**src/rtl/shift_sched_pkg.sv**
```systemverilog
// Shared constants for the rotate-register scheduler: FSM state
// encoding and rotate-direction encoding.
package shift_sched_pkg;

  localparam logic [1:0] ST_IDLE  = 2'd0;
  localparam logic [1:0] ST_SHIFT = 2'd1;
  localparam logic [1:0] ST_DONE  = 2'd2;

  localparam logic DIR_LEFT  = 1'b0;
  localparam logic DIR_RIGHT = 1'b1;

endpackage

```
**src/rtl/rot_reg.sv**
```systemverilog
// WIDTH-bit rotate register. A load takes priority over a shift step;
// each shift step rotates by exactly one bit in the selected direction.
module rot_reg
  import shift_sched_pkg::*;
#(
  parameter int WIDTH = 8
) (
  input  logic             clk,
  input  logic             rest,
  input  logic             load,
  input  logic [WIDTH-1:0] load_data,
  input  logic             shift_en,
  input  logic             dir,
  output logic [WIDTH-1:0] q
);

  logic [WIDTH-1:0] data_r;

  // Hold, load, or rotate the word by one bit per enabled cycle.
  always_ff @(posedge clk) begin
    if (rest) begin
      data_r <= {WIDTH{1'b0}};
    end else if (load) begin
      data_r <= load_data;
    end else if (shift_en) begin
      if (dir == DIR_RIGHT) begin
        data_r <= {data_r[0], data_r[WIDTH-1:1]};
      end else begin
        data_r <= {data_r[WIDTH-2:0], data_r[WIDTH-1]};
      end
    end else begin
      data_r <= data_r;
    end
  end

  assign q = data_r;

endmodule

```
**src/rtl/shift_scheduler.sv**
```systemverilog
// Round-robin front end for the rotate register: accepts one request at a
// time from two clients, steps the rotator amt times, then pulses the
// result tagged with the owning requester.
module shift_scheduler
  import shift_sched_pkg::*;
#(
  parameter int WIDTH = 8,
  parameter int CNT_W = 3
) (
  input  logic             clk,
  input  logic             rest,
  input  logic             req0_valid,
  output logic             req0_ready,
  input  logic [WIDTH-1:0] req0_data,
  input  logic             req0_dir,
  input  logic [CNT_W-1:0] req0_amt,
  input  logic             req1_valid,
  output logic             req1_ready,
  input  logic [WIDTH-1:0] req1_data,
  input  logic             req1_dir,
  input  logic [CNT_W-1:0] req1_amt,
  output logic             res_valid,
  output logic             res_id,
  output logic [WIDTH-1:0] res_data,
  output logic             busy
);

  localparam logic [CNT_W-1:0] AMT_ZERO = {CNT_W{1'b0}};
  localparam logic [CNT_W-1:0] AMT_ONE  = {{(CNT_W-1){1'b0}}, 1'b1};

  logic [1:0]       state_r;
  logic [1:0]       state_nxt_s;
  logic [CNT_W-1:0] remain_r;
  logic             dir_r;
  logic             ptr_r;      // requester that wins when both are valid
  logic             res_id_r;
  logic             res_valid_r;
  logic             busy_r;
  logic             grant_s;
  logic             accept_s;
  logic             shift_en_s;
  logic [WIDTH-1:0] sel_data_s;
  logic             sel_dir_s;
  logic [CNT_W-1:0] sel_amt_s;

  // Pick the requester to serve: a lone valid wins, contention uses the pointer.
  always_comb begin
    grant_s = 1'b0;
    if (req0_valid && req1_valid) begin
      grant_s = ptr_r;
    end else if (req1_valid) begin
      grant_s = 1'b1;
    end else begin
      grant_s = 1'b0;
    end
  end

  assign req0_ready = (state_r == ST_IDLE) && req0_valid && (grant_s == 1'b0);
  assign req1_ready = (state_r == ST_IDLE) && req1_valid && (grant_s == 1'b1);
  assign accept_s   = req0_ready || req1_ready;
  assign shift_en_s = (state_r == ST_SHIFT);

  // Steer the granted requester's payload toward the rotator and latches.
  always_comb begin
    sel_data_s = req0_data;
    sel_dir_s  = req0_dir;
    sel_amt_s  = req0_amt;
    if (grant_s) begin
      sel_data_s = req1_data;
      sel_dir_s  = req1_dir;
      sel_amt_s  = req1_amt;
    end else begin
      sel_data_s = req0_data;
      sel_dir_s  = req0_dir;
      sel_amt_s  = req0_amt;
    end
  end

  // Sequence IDLE -> SHIFT (amt steps) -> DONE; a zero amount skips SHIFT.
  always_comb begin
    state_nxt_s = state_r;
    case (state_r)
      ST_IDLE: begin
        if (accept_s) begin
          state_nxt_s = (sel_amt_s != AMT_ZERO) ? ST_SHIFT : ST_DONE;
        end else begin
          state_nxt_s = ST_IDLE;
        end
      end
      ST_SHIFT: begin
        if (remain_r == AMT_ONE) begin
          state_nxt_s = ST_DONE;
        end else begin
          state_nxt_s = ST_SHIFT;
        end
      end
      ST_DONE: state_nxt_s = ST_IDLE;
      default: state_nxt_s = ST_IDLE;
    endcase
  end

  // State, step counter, latched request fields and registered status outputs.
  always_ff @(posedge clk) begin
    if (rest) begin
      state_r     <= ST_IDLE;
      remain_r    <= AMT_ZERO;
      dir_r       <= DIR_LEFT;
      ptr_r       <= 1'b0;
      res_id_r    <= 1'b0;
      res_valid_r <= 1'b0;
      busy_r      <= 1'b0;
    end else begin
      state_r     <= state_nxt_s;
      res_valid_r <= (state_nxt_s == ST_DONE);
      busy_r      <= (state_nxt_s != ST_IDLE);
      if (accept_s) begin
        remain_r <= sel_amt_s;
        dir_r    <= sel_dir_s;
        res_id_r <= grant_s;
        ptr_r    <= ~grant_s;
      end else if (shift_en_s) begin
        remain_r <= remain_r - AMT_ONE;
      end else begin
        remain_r <= remain_r;
      end
    end
  end

  rot_reg #(
    .WIDTH (WIDTH)
  ) u_rot_reg (
    .clk       (clk),
    .rest      (rest),
    .load      (accept_s),
    .load_data (sel_data_s),
    .shift_en  (shift_en_s),
    .dir       (dir_r),
    .q         (res_data)
  );

  assign res_valid = res_valid_r;
  assign res_id    = res_id_r;
  assign busy      = busy_r;

endmodule

```
**config.mk**
```make
export PLATFORM = sky130hd
export DESIGN_NAME = shift_scheduler
export DESIGN_NICKNAME = d
export VERILOG_FILES = /design/src/rtl/shift_sched_pkg.sv /design/src/rtl/rot_reg.sv /design/src/rtl/shift_scheduler.sv
export SDC_FILE = /design/constraint.sdc
export NUM_CORES = 1
export LEC_CHECK = 0
export CORE_MARGIN = 2
export CORE_UTILIZATION = 47
export DETAILED_ROUTE_END_ITERATION = 10
export GPL_TIMING_DRIVEN = 0
export MAX_ROUTING_LAYER = met4
export PLACE_DENSITY_LB_ADDON = 0.3
export SLEW_MARGIN = 10
export SYNTH_ARGS = -nofsm -noshare
export SYNTH_HDL_FRONTEND = slang
export SYNTH_SLANG_ARGS = --single-unit
```
**constraint.sdc**
```tcl
create_clock -name clk -period 2.8 [get_ports clk]
set_clock_uncertainty 0.1 [all_clocks]
set_input_delay 0.28 -clock clk [delete_from_list [all_inputs] [get_ports clk]]
set_output_delay 0.28 -clock clk [all_outputs]
set_load 0.1 [all_outputs]
```
==> key figures, run 1 <==
Detailed routing
  • Post-DRT Antenna Nets: 0
  • Drt first-iter violations: 13
  • DRT Wirelength: about 2700 um
  • Routed len/inst: roughly 14 um
  • DRC viols: 0
  • Post-DR vias/cell: between 5 and 6
  • Vias: 1024
  • TritonRoute pass-1 iters: 4

Global routing
  • Largest net degree at the start of global routing: 11
  • Gr busiest metal: met2
  • GRT Overall Usage: about 22%
  • First-pass GRT wire length: approximately 4200 um
  • Initial antenna violation count: 0
  • Met1 GRT Util: 28.16%
  • M3 GR Usage: between 2 and 3%
  • Vias in the first global route: 978
  • GRT overflow: 0
  • Grt met2 use: between 30 and 40%

Setup path
  • Required time of the critical path: 2.42 ns
  • Startpoint Class: flip-flop
  • Critical Path Sink Type: output pin
  • Critical path type: reg -> out
  • CP arrival: 2.24 ns
  • Critical path peak fanout: 10

STA
  • Pins over their slew limit: 0
  • RSZ-0062 raised after global routing: false
  • Final setup violation count: 0
  • Slew Limit Headroom: 34.52%
  • Worst Tran Pin Value: around 0.98 ns
  • Final period util: about 93%
  • Fin crit period: about 2.6 ns
  • Peak Freq: approximately 380 MHz
  • Final Hold Fails: 0
  • Fin Setup TNS: 0 ns

Synthesis
  • Syn avg cell area: a little over 9 um2
  • Synth top area cells: dfxtp_1 33%, mux2i_1 11%, a211oi_2 9.2%
  • Seq/Total Area, Yosys: 32.95%
  • Post-synth EDFFs: 0
  • Unique masters post-synth: 30
  • Most used DFF post-synth: dfxtp_1
  • Post-Syn Nets: 150
  • Async SR Flop Fraction: 0%
  • Syn Std Cell Area: ~0.0011 mm2
  • Syn Inst Count: 120
  • YS warnings: 0
  • Share of the synthesized area in the top cell type: 32.95%
  • Top cell type by total area after synthesis: dfxtp_1
  • Yosys reg bits: 18

Placed design
  • Post-DP HPWL: ~2100 um
  • Post-Place Cell Area: 0.001519 mm2
  • Placer Congestion: 0.7936
  • Port buffer count: 39

Final layout
  • Layout net count: just under 200
  • Cell area after layout: about 0.0015 mm2
  • # diodes: 0
  • Share of post-route cells with drive strength above 1: 16.05%
  • Synthesis-to-finish area growth: 40.73%

Die
  • Core ar.: between 0.002 and 0.0025 mm2
  • Io pins: between 40 and 50
  • Std-Cell Rows: 17
  • Die X: between 50 and 60 um
  • Initial Util: between 40% and 50%
  • Die Y-Extent: between 50 and 60 um
  • Die ar.: 0.002729 mm2

Clock tree
  • Clock transition at path regs: about 0.1 ns
  • CTS Buf Count: 3
  • Post-cts repair resize count: 2
  • Number of buffers inserted by hold repair at cts: 0
  • CTS max path bufs: 2
  • Post-CTS setup buffers: 0
  • Worst skew pair latency: between 0.2 and 0.3 ns
  • CTS tree: done
  • Htree depth: 1
  • CTS Sinks: 18
  • Clk root buf: clkbuf_4

Flow run
  • Max_cap viols: 0

Power and ir drop
  • Max IR drop VDD: 569.4 uV
  • Lkg Pwr: ~0.6 nW
  • Pwr dens: about 800 mW/mm2

Hold path
  • Min-delay worst type: in -> reg

Outcome
  • Status: finished clean
## synthesized netlist by cell type (2+ instances only)
cell type	count
nor3_1	4
nand2_1	17
a32o_1	2
nor2b_1	2
mux2i_1	12
clkbuf_1	2
ha_1	2
xnor2_1	2
buf_2	2
nor2_1	16
dfxtp_1	18
a22oi_1	2
buf_4	2
a22oi_2	7
nand3b_1	2
a211oi_1	4
inv_1	4
a211oi_2	8
## stage by stage
step / setup slack (ns) / power, mW / util [%] / hold slack, ns / cells
2_1_floorplan: 1.132 / 0.9383 / - / 0.3213 / 120
6_report: 0.1825 / 1.237 / 69.57 / 0.2558 / 190
3_3_place_gp: -0.08511 / 1.104 / 68.67 / 0.3806 / 187
3_5_place_dp: -0.08002 / 1.118 / 68.67 / 0.4127 / 187
5_1_grt: 0.08793 / 1.301 / 69.57 / 0.2889 / 190
4_1_cts: 0.1635 / 1.245 / 69.57 / 0.2531 / 190
## final timing paths
| path | cells after the start | from | slack, ns | to |
|---|---|---|---|---|
| worst max-delay path | 4 | state_r[0]$_SDFF_PP0_ | 0.18 | req0_ready |
| worst min-delay path | 2 | rest | 0.26 | u_rot_reg.q[3]$_SDFFE_PP0P_ |
| worst max register to register | 5 | state_r[0]$_SDFF_PP0_ | 1.30 | u_rot_reg.q[6]$_SDFFE_PP0P_ |
| worst min register to register | 2 | res_id$_SDFFE_PP0N_ | 0.42 | res_id$_SDFFE_PP0N_ |
## flip-flops by register name, indices dropped and copies added, names as in the netlist
signal       flops
remain_r         3
u_rot_reg.q      8
state_r          2
dir_r            1
busy             1
res_valid        1
res_id           1
ptr_r            1
## power breakdown
part / internal, mW / total (mW) / switching [mW]
logic: 0.247 / 0.746 / 0.499
registers: 0.311 / 0.362 / 0.0504
clock network: 0.0501 / 0.130 / 0.0794
## metal layers
| metal | vias to the layer above | routed length (um) |
|---|---|---|
| li1 | 519 | - |
| met1 | 472 | 1295 |
| met2 | 29 | 1247 |
| met3 | 4 | 118 |
| met4 | 0 | 36 |
| met5 | - | 0 |
## logic make-up (layout without fill, tap and decap cells)
logic type | after synthesis | in the layout | share of synthesized area, %
flip-flops | 18 | 18 | 32.95
multiplexers | 12 | 12 | 10.98
buffers and inverters | 11 | 53 | 5.377
XOR/XNOR | 2 | 2 | 1.602
AND/OR/NAND/NOR | 44 | 44 | 18.65
AO/OA/AOI/OAI | 31 | 31 | 28.15
adder cells (fa/ha/maj) | 2 | 2 | 2.288
## cell usage in the layout, fill, tap and decap left out
master           count
buf_4                2
nor3_4               1
a32o_1               2
dfxtp_1             18
a21oi_2              1
a21o_1               1
o21ai_1              1
o31ai_1              1
o21ai_0              1
ha_1                 2
o41ai_1              1
inv_1                4
nand2_1             17
nand3b_1             2
nor2_1              16
o21a_1               1
mux2i_1             12
a22oi_2              7
xnor2_1              2
a22oi_1              2
clkbuf_1             2
a211oi_2             8
clkdlybuf4s50_1     37
nor2b_1              2
or2_4                1
buf_2                2
dlygate4sd2_1        2
buf_6                1
and2b_1              1
nor3_1               4
a21oi_1              1
a211oi_1             4
clkbuf_4             3
## worst max-delay path, stage by stage, from the launching register on
cell and delay (ns):
dfxtp_1 0.37, or2_4 0.30, a211oi_2 0.18, buf_4 0.22, dlygate4sd2_1 0.87
## final cells by class
type	instances	area (um2)
buffer	7	43.79
clock buffer	3	22.52
fill	195	673.1
inverter	4	15.01
multi-input combinational	91	674.4
sequential	18	360.3
tap	28	35.03
timing repair buffer	39	387.9
(Power assumes the default switching activity.)
==> run 2: changes to the inputs <==
Settings changed: CTS_CLUSTER_DIAMETER set to 200.
==> results of run 2 <==
No change in the layout: final DEF, timing and power equal those of run 1.
==> run 3: changes to the inputs <==
Settings changed: ABC_AREA set to 0.
==> results of run 3 <==
No change in the layout: final DEF, timing and power equal those of run 1.
